`src/rtl/bcd_digit_counter.sv`:
```
// bcd_digit_counter: single BCD digit up/down counter with prescaler, load, tick and carry pulses.
// Define BCD_CNT_CASCADE_EN to drop the prescaler and step from the cin input instead.
module bcd_digit_counter #(
  parameter int DIV       = 50_000_000,
  parameter int MAX_DIGIT = 9
) (
  input  logic       clk,
  input  logic       rst,
  input  logic       en,
  input  logic       up,
  input  logic       load,
  input  logic [3:0] load_val,
`ifdef BCD_CNT_CASCADE_EN
  input  logic       cin,
`endif
  output logic       F,
  output logic       E,
  output logic       D,
  output logic       C,
  output logic       B,
  output logic       A,
  output logic       tick,
  output logic       carry
);
  localparam logic [3:0] MAX = 4'(MAX_DIGIT);
  logic [3:0] dig_q, dig_d, stepped;
  logic       tick_q, tick_d, carry_q, carry_d, step, wrap;
`ifdef BCD_CNT_CASCADE_EN
  assign step = en & cin;
`else
  localparam int PW = $clog2(DIV);
  localparam logic [PW-1:0] PMAX = PW'(DIV - 1);
  logic [PW-1:0] pre_q, pre_d;
  assign step = en && (pre_q == PMAX);
  // load restarts the period so the next step is a full DIV clocks away
  always_comb pre_d = load ? '0 : !en ? pre_q : step ? '0 : pre_q + PW'(1);
  always_ff @(posedge clk) pre_q <= rst ? '0 : pre_d;
`endif
  assign wrap    = up ? (dig_q == MAX) : (dig_q == 4'd0);
  assign stepped = wrap ? (up ? 4'd0 : MAX) : (up ? dig_q + 4'd1 : dig_q - 4'd1);
  always_comb begin
    dig_d   = load ? ((load_val > MAX) ? MAX : load_val) : step ? stepped : dig_q;
    tick_d  = !load && step;
    carry_d = !load && step && wrap;
  end
  always_ff @(posedge clk) begin
    if (rst) begin
      dig_q   <= '0;
      tick_q  <= 1'b0;
      carry_q <= 1'b0;
    end else begin
      dig_q   <= dig_d;
      tick_q  <= tick_d;
      carry_q <= carry_d;
    end
  end
  assign {F, E, D, C, B, A} = {2'b00, dig_q};
  assign tick  = tick_q;
  assign carry = carry_q;
endmodule

```
`config.mk`:
```
export PLATFORM = sky130hd
export DESIGN_NAME = bcd_digit_counter
export DESIGN_NICKNAME = d
export VERILOG_FILES = /design/src/rtl/bcd_digit_counter.sv
export SDC_FILE = /design/constraint.sdc
export NUM_CORES = 1
export LEC_CHECK = 0
export CAP_MARGIN = 10
export CORE_MARGIN = 1.5
export CORE_UTILIZATION = 40
export DETAILED_ROUTE_END_ITERATION = 10
export DONT_BUFFER_PORTS = 1
export PLACE_DENSITY = 0.6
export REMOVE_ABC_BUFFERS = 1
export SKIP_LAST_GASP = 1
export SYNTH_ARGS = -nofsm -noshare
export SYNTH_HDL_FRONTEND = slang
export SYNTH_SLANG_ARGS = --single-unit
export TNS_END_PERCENT = 20
```
`constraint.sdc`:
```
create_clock -name clk -period 4 [get_ports clk]
set_input_delay 0.4 -clock clk [delete_from_list [all_inputs] [get_ports clk]]
set_output_delay 0.4 -clock clk [all_outputs]
set_load 0.005 [all_outputs]
```
==> results of run 1 <==
[logic make-up after synthesis]
| logic type | count (synthesis) | share of synthesized area (%) |
|---|---|---|
| AOI/OAI and AO/OA | 14 | 5.91 |
| xor gates and xnor gates | 25 | 13.1 |
| adders and majority gates | 4 | 3.44 |
| buffers and inverters | 14 | 4.19 |
| DFF | 32 | 38.3 |
| muxes | 2 | 1.20 |
| other | 1 | 0.224 |
| and+or+nand+nor | 105 | 33.6 |
[worst paths after layout]
kind / startpoint / to / slack [ns] / cells past startpoint
worst max-delay path: pre_q[0]$_SDFFE_PP0P_ / pre_q[18]$_SDFFE_PP0P_ / 1.52 / 5
worst min-delay path: rst / dig_q[0]$_SDFFE_PP0P_ / 0.18 / 1
worst max register to register: pre_q[0]$_SDFFE_PP0P_ / pre_q[18]$_SDFFE_PP0P_ / 1.52 / 5
worst min register to register: pre_q[14]$_SDFFE_PP0P_ / pre_q[14]$_SDFFE_PP0P_ / 0.53 / 1
[layout make-up]
cell class	instances	area, µm²
fill	396	2220
multi-input combinational	152	965
sequential	32	641
clock buffer	6	82.6
tap	50	62.6
inverter	6	22.5
clock inverter	2	10.0
[layout by cell type, fill, tap and decap left out]
master,count
and4_1,2
ha_1,3
o211a_1,1
and4_4,1
nand3b_1,2
o21ai_0,5
xnor2_1,17
nand3_1,12
clkbuf_8,6
xor2_1,8
a31oi_1,1
nor3b_1,1
nand2b_1,2
nand4b_1,1
dfxtp_1,32
fa_1,1
nor2_1,33
nand2_1,11
and2_1,2
inv_1,6
a21oi_1,3
nor4_1,9
o31a_1,1
nand3_4,1
and3_1,6
or4_1,1
nand4_1,9
or2_2,1
nor4bb_1,1
a221oi_2,1
a221oi_1,1
or4b_1,1
nor4b_1,1
clkinv_2,2
mux2i_1,2
conb_1,2
nor2b_1,1
o32a_1,1
nor3_1,7
[power by group]
part / switching, µW / internal [µW]
sequential: 6.01 / 321
combinational: 17.6 / 13.2
clock: 115 / 137
total: 139 / 472
[state kept, by name (all words and copies together) (netlist names)]
name and flops:
carry 1, dig_q 4, tick 1, pre_q 26
[per-stage QoR]
stage	total power (µW)	worst slack, ns	utilization (%)	cell area (µm²)	instances
2_1_floorplan	358	1.89	-	1630	190
3_5_place_dp	366	1.52	42.3	1690	240
5_1_grt	638	1.35	44.6	1780	248
4_1_cts	620	1.51	44.6	1780	248
6_report	611	1.52	44.6	1780	248
3_3_place_gp	364	1.57	42.3	1690	240
[critical path, delay by kind of cell, from the launching register on]
family / cells / cell delay (ns)
AND/OR/NAND/NOR: 4 / 1.61
adder cells (fa/ha/maj): 1 / 0.29
flip-flops: 1 / 0.43
[per-layer routing]
metal  global-route usage, %  up-vias  part of all wire (%)
met5                       0        -                     0
met2                    25.4       25                    44
met3                    4.00        4                   4.5
met1                    19.0      639                    50
met4                    8.42        0                   1.5
li1                        -      687                     -
==> flow_summary.yaml, run 1 <==
worst_setup_path:
  cp-start-kind: "flip-flop"
  worst-setup-path-type: "reg -> reg"
  cp.arrival_ns: 2.62
  worst-path-max-fanout: 20
  crit_chain: "ha_1, nand3_4, or4_1, nand2_1, nor2_1"
  critical_path.max_stage_delay_ns: 0.76
  critical_path.endpoint_type: "flip-flop"
  crit_required_ns: 4.14
  critPathSlowestCell: "or4_1"
synthesis:
  synth.distinct_cells: 41
  synth_most_common_cell: "nor2_1"
  yosysWarnings: 0
  ys_top_cells_by_count: "nor2_1, dfxtp_1, xnor2_1"
  async_flop_share_pct: 0
  avgSynthCellArea_um2: 8.49
  synth_area_um2: 1670
  synth_area_leader_cell: "dfxtp_1"
  synth_edf_count: 0
  ys.flop_type: "dfxtp_1"
  synth_top_cells_by_area: "dfxtp_1, xnor2_1, nor2_1"
  synth_top_area_share_pct: 38.3
  postSynthCellCount: 197
  seq_area_frac_synth_pct: 38.3
  ys_ff_latch: 32
layout:
  num_antenna_cells: 0
  area_delta_synth_final_pct: 6.66
  nets: 210
  drive_above_1_share_pct: 6.06
clock_tree:
  hold_buffers: 0
  cts_setup_buffers: 0
  cts_tree: "built"
  cts.sinks: 32
  cts_resized: 0
  numCtsBuffers: 5
  cts.clk_slew.worst_paths_ns: 0.07
  root_buffer: "clkbuf_8"
  clk_latency_ns: 0.28
  cts_max_level: 2
  cts_buffer_depth: 2
place:
  routabilityCongestion: 0.814
  portBuffers: 0
  dp_hpwl_um: 2260
sta:
  drv_slew: 0
  finalCritPeriodShare_pct: 61.9
  max_freq_ghz: 0.404
  final.min_clock_period_ns: 2.48
  rsz0062_at_grt: "false"
  setup_violations: 0
  fin_setup_tns_ns: 0
  clock-skew-final_ns: 0.00639
  slew_headroom_pct: 55.7
  tightest_slew_ns: 0.663
  fin_hold_ws_ns: 0.176
  finalHoldViolations: 0
routing:
  wl_per_cell_um: 12.8
  drtIter0Drc: 67
  vias: 1355
  drc: 0
  dr.pass1.iters: 4
  wirelength_um: 3160
  viasPerCell: 5.46
  ant_nets: 0
grt:
  grt_overflow_total: 0
  grt_pass1_vias: 1256
  grt.total_usage_pct: 15.7
  grt_first_pass_wirelength_um: 5370
  grt_start_max_net_pins: 21
  antenna_found_initial: 0
power_and_ir_drop:
  powerDensity_nw_per_um2: 343
  leakage_uw: 0.000598
  irDropWorstVdd_mv: 0.151
worst_hold_path:
  hold_path_class: "in -> reg"
floorplanning:
  chipWidth_um: 67.6
  coreArea_um2: 4000
  initial_core_util_pct: 41.8
  rows: 23
  ios: 17
  dieArea_um2: 4580
  die_y_um: 67.6
run_status:
  status: "finished, final reports clean"
job:
  maxCapViolCount: 0
(Power assumes the default switching activity.)
==> inputs of run 2 (changes only) <==
--- a/config.mk
+++ b/config.mk
@@ -10,7 +10,7 @@
 export CORE_UTILIZATION = 40
 export DETAILED_ROUTE_END_ITERATION = 10
 export DONT_BUFFER_PORTS = 1
-export PLACE_DENSITY = 0.6
+export PLACE_DENSITY = 0.62
 export REMOVE_ABC_BUFFERS = 1
 export SKIP_LAST_GASP = 1
 export SYNTH_ARGS = -nofsm -noshare
==> constraint.sdc (replaced) <==
create_clock -name clk -period 2.2 [get_ports clk]
set_input_delay 0.22 -clock clk [delete_from_list [all_inputs] [get_ports clk]]
set_output_delay 0.22 -clock clk [all_outputs]
set_load 0.005 [all_outputs]
==> run 2 against run 1 <==
Compared with the run above: clock skew down 0.0029 ns; register-to-register slack worse by 1.3 ns; clock power up 84%; highest routed layer unchanged; largest cell class unchanged; routed wire length up 6.8%; sequential share of layout area down 1.5 points; critical path depth down 1; setup slack worse by 1.3 ns; power up 84%; first-iteration DRC count down 30%; cell area up 4.4%; sequential cell count unchanged.
==> flow_summary.yaml, run 2 (same netlist as run 1, synthesis figures left out) <==
sta:
  fin_setup_tns_ns: 0
  drv_slew: 0
  finalCritPeriodShare_pct: 91.5
  fin_hold_ws_ns: 0.0667
  max_freq_ghz: 0.497
  clock-skew-final_ns: 0.00345
  finalHoldViolations: 0
  rsz0062_at_grt: "false"
  final.min_clock_period_ns: 2.01
  setup_violations: 0
worst_hold_path:
  hold_path_class: "in -> reg"
  hold_path_depth: 2
place:
  dp_hpwl_um: 2400
  portBuffers: 0
  routabilityCongestion: 0.744
layout:
  final_common_cell: "nor2_1"
  drive_above_1_share_pct: 10.1
  nFillCells: 405
  largestRegisters: "pre_q x26, dig_q x4"
  nets: 220
  regMostFlops: "pre_q"
  layout_common_cells: "nor2_1, dfxtp_1, xnor2_1"
  largest_register_ffs: 26
  area_delta_synth_final_pct: 11.3
  num_antenna_cells: 0
grt:
  grt_util_met2_pct: 27.8
  grt_pass1_vias: 1368
  grt_start_max_net_pins: 14
  grt_overflow_total: 0
  antenna_found_initial: 0
  grtUsageMet3_pct: 4.00
  grt.total_usage_pct: 17.4
  globalRouteMet1Util_pct: 21.2
  grt_busiest_layer: "met2"
  grt_first_pass_wirelength_um: 5970
floorplanning:
  coreArea_um2: 4000
  ios: 17
  dieArea_um2: 4580
  rows: 23
  initial_core_util_pct: 41.8
  die_y_um: 67.6
  chipWidth_um: 67.6
job:
  maxCapViolCount: 0
routing:
  ant_nets: 0
  viasPerCell: 5.28
  wl_per_cell_um: 13.1
  vias: 1361
  drc: 0
  wirelength_um: 3380
  drtIter0Drc: 47
  dr.pass1.iters: 4
power_and_ir_drop:
  swShare_pct: 23.2
  powerDensity_nw_per_um2: 604
  irDropWorstVdd_mv: 0.347
  leakage_uw: 0.000645
  p_switching_uw: 260
  power_frac_comb_pct: 5.7
  clkPwrFrac_pct: 41.4
  p_int_uw: 863
  seq_power_share_pct: 52.9
clock_tree:
  numCtsBuffers: 5
  cts.sinks: 32
  cts_buffer_depth: 2
  clk_latency_ns: 0.29
  cts.clk_slew.worst_paths_ns: 0.07
  root_buffer: "clkbuf_8"
  cts_tree: "built"
  cts_max_level: 2
worst_setup_path:
  cp-start-kind: "flip-flop"
  crit_required_ns: 2.40
  r2r_cells: 4
  worst-path-max-fanout: 5
  cp.arrival_ns: 2.21
  critPathSlowestCell: "or4_1"
  crit_chain: "or4b_1, or4_1, xor2_1, a221oi_2"
  critical_path.endpoint_type: "flip-flop"
  worst-setup-path-type: "reg -> reg"
  critical_path.max_stage_delay_ns: 0.60
run_status:
  status: "finished, final reports clean"
## run 2: cell count changes in the layout (fill, tap and decap cells not counted), sizes merged
cell / previous run / this run
buf: 0 / 9
dlygate4sd3: 0 / 1
## run 2: area by class of cell
| class | count | area (µm²) | area share, % |
|---|---|---|---|
| Clock buffer | 6 | 82.6 | 4.44 |
| Timing Repair Buffer | 10 | 77.6 | 4.17 |
| Sequential cell | 32 | 641 | 34.4 |
| Multi-Input combinational cell | 152 | 965 | 51.8 |
| Clock inverter | 2 | 10.0 | 0.538 |
| Tap cell | 50 | 62.6 | 3.36 |
| Inverter | 6 | 22.5 | 1.21 |
## run 2: power groups by stage
stage	clock network, µW	logic [µW]	registers, µW
floorplan	0	45.6	605
global placement	0	61.3	608
detailed placement	0	61.9	608
CTS	479	64.1	594
global route	500	73.7	595
finish	465	63.9	594
## run 2: metal layers
layer	routed length (µm)	vias up
met3	92	5
met1	1660	626
met5	0	-
met4	56	0
met2	1570	19
li1	-	711
## run 2: worst max-delay path, delay by kind of cell (launching register included)
family                    cells  cell delay [ns]
xor gates and xnor gates      1             0.21
DFF                           1             0.35
AOI/OAI and AO/OA             1             0.27
and+or+nand+nor               2             1.10
## run 2: path summary, 6_finish.rpt
check,startpoint,to,slack [ns]
setup / recovery,pre_q[10]$_SDFFE_PP0P_,dig_q[0]$_SDFFE_PP0P_,0.19
hold / removal,load_val[2],dig_q[2]$_SDFFE_PP0P_,0.07
setup reg to reg,pre_q[10]$_SDFFE_PP0P_,dig_q[0]$_SDFFE_PP0P_,0.19
hold reg to reg,pre_q[4]$_SDFFE_PP0P_,pre_q[4]$_SDFFE_PP0P_,0.53
## run 2: per-stage QoR
| step | cell area (µm²) | setup slack, ns | power (µW) | util (%) | instances |
|---|---|---|---|---|---|
| final | 1860 | 0.187 | 1120 | 46.5 | 258 |
| after global routing | 1860 | 0.0600 | 1170 | 46.5 | 258 |
| after CTS | 1860 | 0.193 | 1140 | 46.5 | 258 |
| after detailed placement | 1760 | 0.207 | 669 | 43.9 | 249 |
| after global placement | 1760 | 0.263 | 669 | 43.9 | 249 |
| after floorplan | 1630 | 0.0911 | 651 | - | 190 |
## run 2: timing repair
| item | CTS | global route |
|---|---|---|
| endpoints found under the hold margin | 1 | 0 |
| buffers inserted | 0 | 0 |
| hold buffers | 1 | 0 |
| gates resized for setup | 0 | 0 |
